--- config.mk ---
export PLATFORM = sky130hd
export DESIGN_NAME = cmul_sequencer_2_flat
export DESIGN_NICKNAME = d
export VERILOG_FILES = /design/src/rtl/fft_2_pkg.sv /design/src/rtl/cmul_sequencer_2_if.sv /design/src/rtl/twiddle_rom_2.sv /design/src/rtl/cmul_sequencer_2.sv /design/src/flat_wrapper.sv
export SDC_FILE = /design/constraint.sdc
export NUM_CORES = 1
export LEC_CHECK = 0
export ABC_AREA = 1
export CAP_MARGIN = 20
export CORE_MARGIN = 2
export CORE_UTILIZATION = 45
export DETAILED_ROUTE_END_ITERATION = 8
export PLACE_DENSITY_LB_ADDON = 0.2
export REMOVE_ABC_BUFFERS = 1
export SYNTH_ARGS = -nofsm -noshare
export SYNTH_HDL_FRONTEND = slang
export SYNTH_SLANG_ARGS = --single-unit
--- constraint.sdc ---
create_clock -name clk -period 3 [get_ports clk]
set_clock_uncertainty 0.2 [all_clocks]
set_input_delay 0.3 -clock clk [delete_from_list [all_inputs] [get_ports clk]]
set_output_delay 0.3 -clock clk [all_outputs]
set_load 0.01 [all_outputs]
--- src/rtl/fft_2_pkg.sv ---
// rtl/fft_2_pkg.sv - shared fft_2 widths, sequencer state encoding and twiddle table
package fft_2_pkg;

    localparam int DW       = 12;
    localparam int PW       = 24;
    localparam int TW_AW    = 4;
    localparam int TW_SCALE = 128;

    typedef enum logic [1:0] {
        ST_IDLE  = 2'd0,
        ST_ISSUE = 2'd1,
        ST_WAIT  = 2'd2,
        ST_HOLD  = 2'd3
    } seq_state_t;

    typedef struct packed {
        logic signed [DW-1:0] re;
        logic signed [DW-1:0] im;
    } tw_t;

    // W^k = cos(2*pi*k/32) - j*sin(2*pi*k/32), Q4.7, rounded to nearest
    function automatic tw_t tw_lookup(input logic [TW_AW-1:0] k);
        tw_t t;
        case (k)
            4'd0:    t = {12'sd128,  12'sd0};
            4'd1:    t = {12'sd126, -12'sd25};
            4'd2:    t = {12'sd118, -12'sd49};
            4'd3:    t = {12'sd106, -12'sd71};
            4'd4:    t = {12'sd91,  -12'sd91};
            4'd5:    t = {12'sd71,  -12'sd106};
            4'd6:    t = {12'sd49,  -12'sd118};
            4'd7:    t = {12'sd25,  -12'sd126};
            4'd8:    t = {12'sd0,   -12'sd128};
            4'd9:    t = {-12'sd25,  -12'sd126};
            4'd10:   t = {-12'sd49,  -12'sd118};
            4'd11:   t = {-12'sd71,  -12'sd106};
            4'd12:   t = {-12'sd91,  -12'sd91};
            4'd13:   t = {-12'sd106, -12'sd71};
            4'd14:   t = {-12'sd118, -12'sd49};
            4'd15:   t = {-12'sd126, -12'sd25};
            default: t = '0;
        endcase
        return t;
    endfunction

endpackage

--- src/rtl/cmul_sequencer_2_if.sv ---
// rtl/cmul_sequencer_2_if.sv - sample in, multiplier and result-out signal bundle
interface cmul_sequencer_2_if;
    import fft_2_pkg::*;

    logic                 in_valid;
    logic                 in_ready;
    logic signed [DW-1:0] in_re;
    logic signed [DW-1:0] in_im;
    logic [TW_AW-1:0]     tw_idx;

    logic                 mul_en;
    logic signed [DW-1:0] mul_a;
    logic signed [DW-1:0] mul_b;
    logic signed [DW-1:0] mul_c;
    logic signed [DW-1:0] mul_d;
    logic [3:0]           mul_rdy;
    logic signed [PW-1:0] mul_real;
    logic signed [PW-1:0] mul_img;

    logic                 out_valid;
    logic                 out_ready;
    logic signed [PW-1:0] out_re;
    logic signed [PW-1:0] out_im;

    logic                 busy;
    logic                 err_timeout;

    // sequencer side: initiator towards the multiplier
    modport master (
        input  in_valid, in_re, in_im, tw_idx, mul_rdy, mul_real, mul_img, out_ready,
        output in_ready, mul_en, mul_a, mul_b, mul_c, mul_d,
        output out_valid, out_re, out_im, busy, err_timeout
    );

    // environment side: upstream source, multiplier and downstream sink
    modport slave (
        output in_valid, in_re, in_im, tw_idx, mul_rdy, mul_real, mul_img, out_ready,
        input  in_ready, mul_en, mul_a, mul_b, mul_c, mul_d,
        input  out_valid, out_re, out_im, busy, err_timeout
    );

endinterface

--- src/rtl/twiddle_rom_2.sv ---
// rtl/twiddle_rom_2.sv - registered twiddle ROM, 1-cycle latency, output cleared by reset
module twiddle_rom_2
    import fft_2_pkg::*;
(
    input  logic                 clk,
    input  logic                 rst,
    input  logic                 i_en,
    input  logic [TW_AW-1:0]     i_idx,
    output logic signed [DW-1:0] o_re,
    output logic signed [DW-1:0] o_im
);

    tw_t w_tw;
    assign w_tw = tw_lookup(i_idx);

    // load a new factor only when enabled so it holds for the whole transaction
    always_ff @(posedge clk) begin
        if (rst) begin
            o_re <= '0;
            o_im <= '0;
        end else if (i_en) begin
            o_re <= w_tw.re;
            o_im <= w_tw.im;
        end
    end

endmodule

--- src/rtl/cmul_sequencer_2.sv ---
// rtl/cmul_sequencer_2.sv - complex-multiply sequencer; CMUL_SEQ_IFFT_CONJ_EN conjugates the twiddle
module cmul_sequencer_2
    import fft_2_pkg::*;
#(
    parameter int TIMEOUT = 63
) (
    input  logic               clk,
    input  logic               rst,
    cmul_sequencer_2_if.master bus
);

    localparam int CW = $clog2(TIMEOUT + 1);

    seq_state_t           r_state;
    logic                 r_in_ready;
    logic                 r_mul_en;
    logic                 r_out_valid;
    logic                 r_busy;
    logic                 r_err;
    logic [CW-1:0]        r_cnt;
    logic signed [DW-1:0] r_mul_a;
    logic signed [DW-1:0] r_mul_b;
    logic signed [PW-1:0] r_out_re;
    logic signed [PW-1:0] r_out_im;

    logic                 w_accept;
    logic signed [DW-1:0] w_tw_re;
    logic signed [DW-1:0] w_tw_im;
    logic signed [DW-1:0] w_mul_d;

    assign w_accept = (r_state == ST_IDLE) && bus.in_valid;

    twiddle_rom_2 u_rom (
        .clk  (clk),
        .rst  (rst),
        .i_en (w_accept),
        .i_idx(bus.tw_idx),
        .o_re (w_tw_re),
        .o_im (w_tw_im)
    );

`ifdef CMUL_SEQ_IFFT_CONJ_EN
    // the most negative value has no positive twin; clamp it to the largest positive
    assign w_mul_d = (w_tw_im == {1'b1, {(DW-1){1'b0}}}) ? {1'b0, {(DW-1){1'b1}}} : -w_tw_im;
`else
    assign w_mul_d = w_tw_im;
`endif

    // transaction FSM; every handshake/status output is registered alongside the state
    always_ff @(posedge clk) begin
        if (rst) begin
            r_state     <= ST_IDLE;
            r_in_ready  <= 1'b1;
            r_mul_en    <= 1'b0;
            r_out_valid <= 1'b0;
            r_busy      <= 1'b0;
            r_err       <= 1'b0;
            r_cnt       <= '0;
            r_mul_a     <= '0;
            r_mul_b     <= '0;
            r_out_re    <= '0;
            r_out_im    <= '0;
        end else begin
            case (r_state)
                ST_IDLE: begin
                    if (bus.in_valid) begin
                        r_mul_a    <= bus.in_re;
                        r_mul_b    <= bus.in_im;
                        r_mul_en   <= 1'b1;
                        r_in_ready <= 1'b0;
                        r_busy     <= 1'b1;
                        r_state    <= ST_ISSUE;
                    end
                end
                ST_ISSUE: begin
                    r_mul_en <= 1'b0;
                    r_cnt    <= '0;
                    r_state  <= ST_WAIT;
                end
                ST_WAIT: begin
                    if (bus.mul_rdy == 4'hF) begin
                        r_out_re    <= bus.mul_real;
                        r_out_im    <= bus.mul_img;
                        r_out_valid <= 1'b1;
                        r_state     <= ST_HOLD;
                    end else if (r_cnt == CW'(TIMEOUT - 1)) begin
                        // this WAIT cycle brings the count to TIMEOUT: abandon the sample
                        r_err      <= 1'b1;
                        r_in_ready <= 1'b1;
                        r_busy     <= 1'b0;
                        r_state    <= ST_IDLE;
                    end else begin
                        r_cnt <= r_cnt + CW'(1);
                    end
                end
                ST_HOLD: begin
                    if (bus.out_ready) begin
                        r_out_valid <= 1'b0;
                        r_in_ready  <= 1'b1;
                        r_busy      <= 1'b0;
                        r_state     <= ST_IDLE;
                    end
                end
                default: begin
                    r_state <= ST_IDLE;
                end
            endcase
        end
    end

    assign bus.in_ready    = r_in_ready;
    assign bus.mul_en      = r_mul_en;
    assign bus.mul_a       = r_mul_a;
    assign bus.mul_b       = r_mul_b;
    assign bus.mul_c       = w_tw_re;
    assign bus.mul_d       = w_mul_d;
    assign bus.out_valid   = r_out_valid;
    assign bus.out_re      = r_out_re;
    assign bus.out_im      = r_out_im;
    assign bus.busy        = r_busy;
    assign bus.err_timeout = r_err;

endmodule
--- src/flat_wrapper.sv ---
// flat-port wrapper written by rule: the top's interface ports become plain ports
module cmul_sequencer_2_flat import fft_2_pkg::*;
#(
    parameter int TIMEOUT = 63
)
  (clk, rst, bus_in_valid, bus_in_re, bus_in_im, bus_tw_idx, bus_mul_rdy, bus_mul_real, bus_mul_img, bus_out_ready, bus_in_ready, bus_mul_en, bus_mul_a, bus_mul_b, bus_mul_c, bus_mul_d, bus_out_valid, bus_out_re, bus_out_im, bus_busy, bus_err_timeout);
  cmul_sequencer_2_if bus_i ();
  input  logic clk;
  input  logic rst;
  input wire logic [$bits(bus_i.in_valid)-1:0] bus_in_valid;
  input wire logic [$bits(bus_i.in_re)-1:0] bus_in_re;
  input wire logic [$bits(bus_i.in_im)-1:0] bus_in_im;
  input wire logic [$bits(bus_i.tw_idx)-1:0] bus_tw_idx;
  input wire logic [$bits(bus_i.mul_rdy)-1:0] bus_mul_rdy;
  input wire logic [$bits(bus_i.mul_real)-1:0] bus_mul_real;
  input wire logic [$bits(bus_i.mul_img)-1:0] bus_mul_img;
  input wire logic [$bits(bus_i.out_ready)-1:0] bus_out_ready;
  output wire logic [$bits(bus_i.in_ready)-1:0] bus_in_ready;
  output wire logic [$bits(bus_i.mul_en)-1:0] bus_mul_en;
  output wire logic [$bits(bus_i.mul_a)-1:0] bus_mul_a;
  output wire logic [$bits(bus_i.mul_b)-1:0] bus_mul_b;
  output wire logic [$bits(bus_i.mul_c)-1:0] bus_mul_c;
  output wire logic [$bits(bus_i.mul_d)-1:0] bus_mul_d;
  output wire logic [$bits(bus_i.out_valid)-1:0] bus_out_valid;
  output wire logic [$bits(bus_i.out_re)-1:0] bus_out_re;
  output wire logic [$bits(bus_i.out_im)-1:0] bus_out_im;
  output wire logic [$bits(bus_i.busy)-1:0] bus_busy;
  output wire logic [$bits(bus_i.err_timeout)-1:0] bus_err_timeout;
  assign bus_i.in_valid = bus_in_valid;
  assign bus_i.in_re = bus_in_re;
  assign bus_i.in_im = bus_in_im;
  assign bus_i.tw_idx = bus_tw_idx;
  assign bus_i.mul_rdy = bus_mul_rdy;
  assign bus_i.mul_real = bus_mul_real;
  assign bus_i.mul_img = bus_mul_img;
  assign bus_i.out_ready = bus_out_ready;
  assign bus_in_ready = bus_i.in_ready;
  assign bus_mul_en = bus_i.mul_en;
  assign bus_mul_a = bus_i.mul_a;
  assign bus_mul_b = bus_i.mul_b;
  assign bus_mul_c = bus_i.mul_c;
  assign bus_mul_d = bus_i.mul_d;
  assign bus_out_valid = bus_i.out_valid;
  assign bus_out_re = bus_i.out_re;
  assign bus_out_im = bus_i.out_im;
  assign bus_busy = bus_i.busy;
  assign bus_err_timeout = bus_i.err_timeout;
  cmul_sequencer_2 #(.TIMEOUT(TIMEOUT)) u_core (.clk(clk), .rst(rst), .bus(bus_i));
endmodule
; Word level (Yosys, flattened, before mapping)
; Memory sizes are Yosys's and may differ from the RTL's. A register that Yosys moved wholly into a read port is not among the register bits.
; Cells that the tools add are included.
[totals]
regBits = 85
rom_bits = 384
n_memories = 1
in_bits = 84
word_cells = 61
out_inout_bits = 101
[mem_list]
columns = memory, words, width, read_ports, rd_ports_with_merged_regs, wr, line_no
row1 = (name not given), 16, 24, 1, 1, 0, fft_2_pkg.sv:24  ; case (k)
[op_classes]
eq_ne = 12
reduce_logical = 14
muxes = 21
addsub = 1
bitwise_logic = 1
[op_table]
columns = op, n
row1 = two-way mux 6 bit, 2
row2 = one-hot mux 6 bit (2 select lines), 1
row3 = AND reduction 3 bit, 4
row4 = two-way mux 1 bit, 9
row5 = two-way mux 2 bit, 4
row6 = "inequality test 2 bit, second input constant", 4
row7 = one-hot mux 2 bit (4 select lines), 1
row8 = "adder 6 x 1 -> 6 bit, second input constant", 1
row9 = "== test 6 bit, second input constant", 1
row10 = one-hot mux 1 bit (3 select lines), 2
row11 = AND reduction 2 bit, 3
row12 = nonzero test 2 bit, 3
row13 = AND reduction 5 bit, 1
row14 = "== test 2 bit, second input constant", 2
row15 = "== test 4 bit, second input constant", 1
row16 = "inequality test 2 x 1 -> 1 bit, second input constant", 2
row17 = one-hot mux 1 bit (2 select lines), 2
row18 = "inequality test 3 x 1 -> 1 bit, second input constant", 1
row19 = nonzero test 3 bit, 1
row20 = "== test 2 x 1 -> 1 bit, second input constant", 1
row21 = zero test 2 bit, 1
row22 = logical AND 1 bit, 1
row23 = NOT 1 bit, 1

; Depth between registers and ports, before layout
; Gate-level depths: netlist of the first run.
[depth]
ltp_word = 4
depth_mapped = 10
depth_no_buf = 10

; Hierarchy
; Synthesis of the first run repeated with hierarchy kept, for this count alone.
[hier_totals]
hier_cells = 563
area_unflattened_um2 = 4185.3
[modules_own_cells]
columns = mod, area_each_um2, cells_each, n_inst
row1 = cmul_sequencer_2, 3150.5, 412, 1
row2 = twiddle_rom_2, 1034.7, 151, 1

; Worst setup path before layout of the first run
; No wires, ideal clock.
[synth_timing]
path_type = input -> register
from = input port bus_tw_idx[1]
to = register u_core.u_rom.o_im[3]
t_arrival_ps = 1235
required_ps = 2684
n_path_buf = 0
stages = 7
setup_time_ps = 116
setup_slack_ps = 1448
path_cell_list = inv_1 -> ha_1 -> or2_2 -> o211ai_1 -> nand2_1 -> o211ai_1 -> inv_1
[synth_lines]
columns = item, line_no
row1 = from (decl), flat_wrapper.sv:13  ; input wire logic [$bits(bus_i.tw_idx)-1:0] bus_tw_idx;
row2 = to (decl), twiddle_rom_2.sv:10  ; output logic signed [DW-1:0] o_im

==> impl_metrics.yaml, run 1 <==
cells_and_area:
  instances_no_fill: 820
  drive_gt1_share_pct: 5.22
  n_antenna_cell: 0
  area_delta_synth_final_pct: 47.4
  nNetsFinal: 796
critical_path:
  crit_slowest_cell: "clkdlybuf4s50_1"
  cpPeakStageDelay_ps: 590
  cp_max_fo: 6
  critPathTopFamily: "buffers and inverters"
  rr_startpoint: "u_core.r_state[1]"
  rrSetupSlack_ps: 1100
  crit_required_ps: 3040
  crit_arrival_ps: 1990
  critPathKind: "input port to register"
  endpoint_kind: "register"
  rr_worst_depth: 7
  path_cells: "clkdlybuf4s50_1, inv_1, ha_1, nand2_1, o21ai_0, nand2_1, nand3_1, o211ai_1, inv_1"
  worst_setup_path_start_kind: "input port"
  critical_path_buf_inv_count: 3
  reg2reg_to: "u_core.bus.in_ready"
timing:
  setup_violations: 0
  min_period_over_period_pct: 64.9
  slew_violations: 0
  tns_ps: 0
  relSlewSlack_pct: 67.8
  fin_crit_ps: 1950
  hold_violations: 0
  tightestPinTransition_ps: 482
  rsz0062_at_grt: "no"
  max_freq_ghz: 0.513
routing:
  post_drt_wl_per_cell_um: 14.0
  dr.max_layer_used: "met4"
  ant_nets: 0
  dr_total_vias: 4122
  finalWirelength_um: 11400
  viasPerCell: 5.03
  wl_met2_um: 5350
  wl_met1_um: 4900
  wl_met3_um: 983
  first_pass_iters: 4
  drt_iter0_drc: 119
  drcViolationCount: 0
synthesis:
  synth_edf_count: 0
  synth-seq-cells: 102
  syn_inst: 544
  synth.area.top_cells: "dfxtp_1 (49%), nor2_1 (15%), o21ai_0 (10%)"
  synth_cell_types: 34
  synth.most_common_cell: "nor2_1"
  synthTopCellsByCount: "nor2_1 (164), dfxtp_1 (102), o21ai_0 (83)"
  yosysTopAreaCell: "dfxtp_1"
  ys.flop_type: "dfxtp_1"
  syn_area_per_cell_um2: 7.65
  ys_seq_area_share_pct: 49.0
  mappedNetlistArea_mm2: 0.00416
  yosys_warnings: 0
  async_flop_share_pct: 0
  synth_top_area_share_pct: 49.0
clock_network:
  post_cts_buffers: 0
  insertion_delay_ps: 350
  clock_sinks: 102
  path_clk_slew_ps: 100
  cts_tree: "yes"
  cts.path.max_buffers: 2
  ctsHoldBuffers: 0
  h-tree-depth: 3
  cts.repair.resized: 0
  cts-root-buf: "clkbuf_8"
  cts_made_buffers: 9
pwr:
  p_leak_nw: 2.39
  ir_drop_v: 0.000309
  pwr_density_cell_mw_per_mm2: 510
global_routing:
  grt_max_degree: 51
  grt-ovfl-total: 0
  grt_pass1_vias: 3879
  grt_pass1_wl_um: 18100
  grt.total_usage_pct: 22.0
  grt_antenna_before_repair: 0
die:
  row_count: 35
  die-area_mm2: 0.0100
  core_region_area_mm2: 0.00911
  die_h_um: 100
  start_util_pct: 45.7
  io_pins: 185
  die_w_um: 100
run:
  maxCapViolations: 0
place:
  routabilityCongestion: 0.928
  port_buffers: 184
  hpwl_um: 8260
  dp_cells: 804
worst_hold_path:
  holdPathEnd: "u_core.bus.in_ready"
  hold_class: "register to register"
  hold_path_startpoint: "u_core.bus.in_ready"
  hold_depth: 2
status:
  status: "completed"
==> where the power goes <==
part / internal (W) / switching, W
logic: 0.000385 / 0.000356
registers: 0.00146 / 0.0000644
clock network: 0.000394 / 0.000476
total: 0.00224 / 0.000896
==> stage by stage <==
step	utilization, %	power [W]	setup WS (ps)	hold WS [ps]	area (µm²)
after global placement	65.2	0.00228	746	248	5940
after detailed placement	65.2	0.00229	691	260	5940
final	67.4	0.00313	1050	277	6140
after floorplan	-	0.00187	1030	169	3930
after global routing	67.4	0.00329	873	291	6140
after CTS	67.4	0.00316	1070	283	6140
==> worst reg2reg max path: stages (launching register included) <==
cell	delay [ps]
dfxtp_1	450
nand2_4	110
inv_4	110
nand2_8	190
inv_6	350
nor2_1	150
nand3_1	140
nand3_1	80
==> cells by family after synthesis <==
group / share of synthesized area, %
compound gates: 15.9
fa+ha+maj: 2.40
flops: 49.0
simple gates: 23.8
xor+xnor: 0.631
buf+inv: 8.23
==> metal layers <==
layer / GRT usage (%) / up-vias
li1: - / 2067
met1: 27.4 / 1867
met2: 37.1 / 171
met3: 6.20 / 17
met4: 6.64 / 0
met5: 0 / -
==> registers in the layout, summed over array words and instances, names as in the netlist <==
name / count
u_core.bus.out_re: 24
u_core.bus.mul_b: 12
u_core.bus.in_ready: 1
u_core.bus.out_valid: 1
u_core.bus.mul_en: 1
u_core.u_rom.o_re: 9
u_core.bus.mul_a: 12
u_core.u_rom.o_im: 8
u_core.bus.out_im: 24
u_core.bus.err_timeout: 1
u_core.r_state: 2
u_core.bus.busy: 1
u_core.r_cnt: 6
==> placed cells by master (no fill, tap or decap), types with 4 or more instances in the layout <==
| master | netlist | final |
|---|---|---|
| nor2_1 | 164 | 164 |
| clkdlybuf4s50_1 | 0 | 184 |
| clkbuf_8 | 0 | 9 |
| nand2_1 | 45 | 45 |
| ha_1 | 8 | 8 |
| o21ai_1 | 11 | 11 |
| a31oi_1 | 6 | 6 |
| nand3_1 | 16 | 16 |
| a21oi_1 | 17 | 17 |
| buf_4 | 8 | 4 |
| o211ai_1 | 7 | 7 |
| dfxtp_1 | 102 | 102 |
| inv_2 | 4 | 4 |
| inv_1 | 21 | 21 |
| o21ai_0 | 83 | 83 |
==> worst max-delay path by stage <==
stage	start	to	slack, ps	depth (start not counted)
CTS	bus_mul_rdy[0]	u_core.bus.busy	1070	9
finish	bus_tw_idx[0]	u_core.u_rom.o_re[1]	1050	9
global placement	bus_mul_rdy[0]	u_core.bus.busy	750	8
global route	bus_mul_rdy[2]	u_core.bus.busy	870	9
detailed placement	bus_mul_rdy[0]	u_core.bus.in_ready	690	8
floorplan	u_core.r_state[1]	u_core.bus.in_ready	1030	8
==> cell type report <==
cell class                      count  area, µm²
Multi-Input combinational cell    376       1780
Timing Repair Buffer              188       1870
Inverter                           27        109
Fill cell                         783       2970
Tap cell                          111        139
Clock inverter                      6       71.3
Sequential cell                   102       2040
Clock buffer                       10        128
Power figures use the tool's default switching activity.
==> inputs of run 2 (changes only) <==
CORE_UTILIZATION = 42   (was 45)
clock period = 2 ns   (was 3 ns; I/O delays follow)
==> run 2 against run 1 <==
Effect of this change: routed wire length up 1.3%; hold slack worse by 37 ps; first-iteration DRC count up 76%; power up 49%; sequential power up 50%; combinational power up 54%; clock power up 44%; utilization down 2.2 points; critical path depth down 8; global-route usage down 0.24 points; sequential cell count unchanged; register-to-register slack worse by 720 ps; highest routed layer unchanged.
==> impl_metrics.yaml, run 2 (synthesis gave the netlist of run 1 again) <==
status:
  status: "completed"
routing:
  first_pass_iters: 4
  drt_iter0_drc: 209
  viasPerCell: 4.79
  drcViolationCount: 0
  post_drt_wl_per_cell_um: 13.6
  dr_total_vias: 4094
  ant_nets: 0
  finalWirelength_um: 11600
clock_network:
  ctsHoldBuffers: 0
  h-tree-depth: 3
  insertion_delay_ps: 360
  cts_made_buffers: 9
  cts.repair.resized: 0
  cts.path.max_buffers: 2
  cts-root-buf: "clkbuf_8"
  post_cts_buffers: 0
  clock_sinks: 102
  path_clk_slew_ps: 110
  cts_tree: "yes"
critical_path:
  worst_setup_path_start_kind: "register"
  rr_worst_depth: 10
  cp_num_cells: 1
  reg2reg_to: "u_core.r_cnt[5]"
  crit_path_end: "bus_mul_d[7]"
  critPathKind: "register to output port"
  endpoint_kind: "output port"
  critical_path_buf_inv_count: 1
  rrSetupSlack_ps: 380
  worstSetupStartpoint: "u_core.u_rom.o_im[11]"
  crit_arrival_ps: 1370
  crit_slowest_cell: "clkdlybuf4s50_1"
  critPathTopFamily: "buffers and inverters"
  path_cells: "clkdlybuf4s50_1"
  cpPeakStageDelay_ps: 580
  rr_startpoint: "u_core.r_cnt[0]"
  cp_max_fo: 6
  crit_required_ps: 1600
global_routing:
  use_met1_pct: 26.6
  grt-ovfl-total: 0
  globalRouteMet2Util_pct: 37.2
  grt_use_met3_pct: 5.79
  grt_pass1_wl_um: 19300
  grt.total_usage_pct: 21.8
  grt_max_degree: 55
  grt_pass1_vias: 3951
  grt_busiest_layer: "met2"
  grt_antenna_before_repair: 0
timing:
  setup_violations: 0
  hold_ws_ps: 241
  max_freq_ghz: 0.566
  min_period_over_period_pct: 88.3
  slew_violations: 0
  relSlewSlack_pct: 71.6
  rsz0062_at_grt: "no"
  tightestPinTransition_ps: 425
  fin_crit_ps: 1770
  hold_violations: 0
  tns_ps: 0
die:
  die_w_um: 104
  io_pins: 185
  die-area_mm2: 0.0107
  start_util_pct: 43.0
  row_count: 36
  die_h_um: 104
  core_region_area_mm2: 0.00968
pwr:
  p_int_w: 0.00327
  p_clk_share_pct: 26.7
  seq_power_share_pct: 48.9
  p_comb_share_pct: 24.5
  p_leak_nw: 2.46
  p_sw_share_pct: 29.9
  p_switching_w: 0.00140
  total_power_w: 0.00467
  pwr_density_cell_mw_per_mm2: 740
  ir_drop_v: 0.000460
cells_and_area:
  nNetsFinal: 808
  drive_gt1_share_pct: 6.93
  area_delta_synth_final_pct: 51.6
  n_antenna_cell: 0
  fillers: 861
  fin_area_mm2: 0.00631
  layout_commonest_cell: "clkdlybuf4s50_1"
  mostFrequentLayoutCells: "clkdlybuf4s50_1 (184), nor2_1 (164), dfxtp_1 (102)"
worst_hold_path:
  hold_class: "input port to register"
  hold_path_startpoint: "bus_mul_img[15]"
place:
  hpwl_um: 8530
  port_buffers: 184
  place_area_mm2: 0.00612
  routabilityCongestion: 0.915
run:
  maxCapViolations: 0
## run 2: cell count changes in the layout (fill, tap and decap cells not counted), sizes merged
cell	change
clkbuf	-1
inv	+2
buf	+12
bufinv	-1
## run 2: layout make-up
class	count	area [µm²]	share of cell area [%]
Sequential cell	102	2040	32.3
Clock buffer	9	124	1.96
Multi-Input combinational cell	376	1780	28.2
Inverter	27	109	1.72
Clock inverter	7	67.6	1.07
Timing Repair Buffer	200	2020	32.1
Tap cell	133	166	2.64
## run 2: worst min-delay path by stage
| stage | end | slack (ps) | cells after the start |
|---|---|---|---|
| finish | u_core.bus.out_im[15] | 240 | 3 |
| global route | u_core.bus.out_im[22] | 220 | 3 |
| CTS | u_core.bus.out_im[22] | 220 | 3 |
| detailed placement | u_core.bus.in_ready | 260 | 2 |
| global placement | u_core.bus.in_ready | 250 | 2 |
| floorplan | u_core.r_cnt[1] | 70 | 1 |
## run 2: metrics by stage
stage	setup slack (ps)	std cells	utilization, %
final	234	854	65.2
after detailed placement	30.3	838	63.2
after CTS	204	854	65.2
after global routing	164	854	65.2
after global placement	64.1	838	63.2
after floorplan	31.9	505	-
## run 2: power groups by stage
stage	logic, W	clock network (W)	registers (W)
final	0.00114	0.00125	0.00228
after global routing	0.00125	0.00136	0.00231
after CTS	0.00115	0.00130	0.00228
after detailed placement	0.00114	0	0.00233
after global placement	0.00113	0	0.00232
after floorplan	0.000407	0	0.00240
## run 2: per-layer routing
metal / wire [µm] / vias to the layer above
li1: - / 2096
met1: 5090 / 1820
met2: 5420 / 159
met3: 868 / 19
met4: 205 / 0
met5: 0 / -
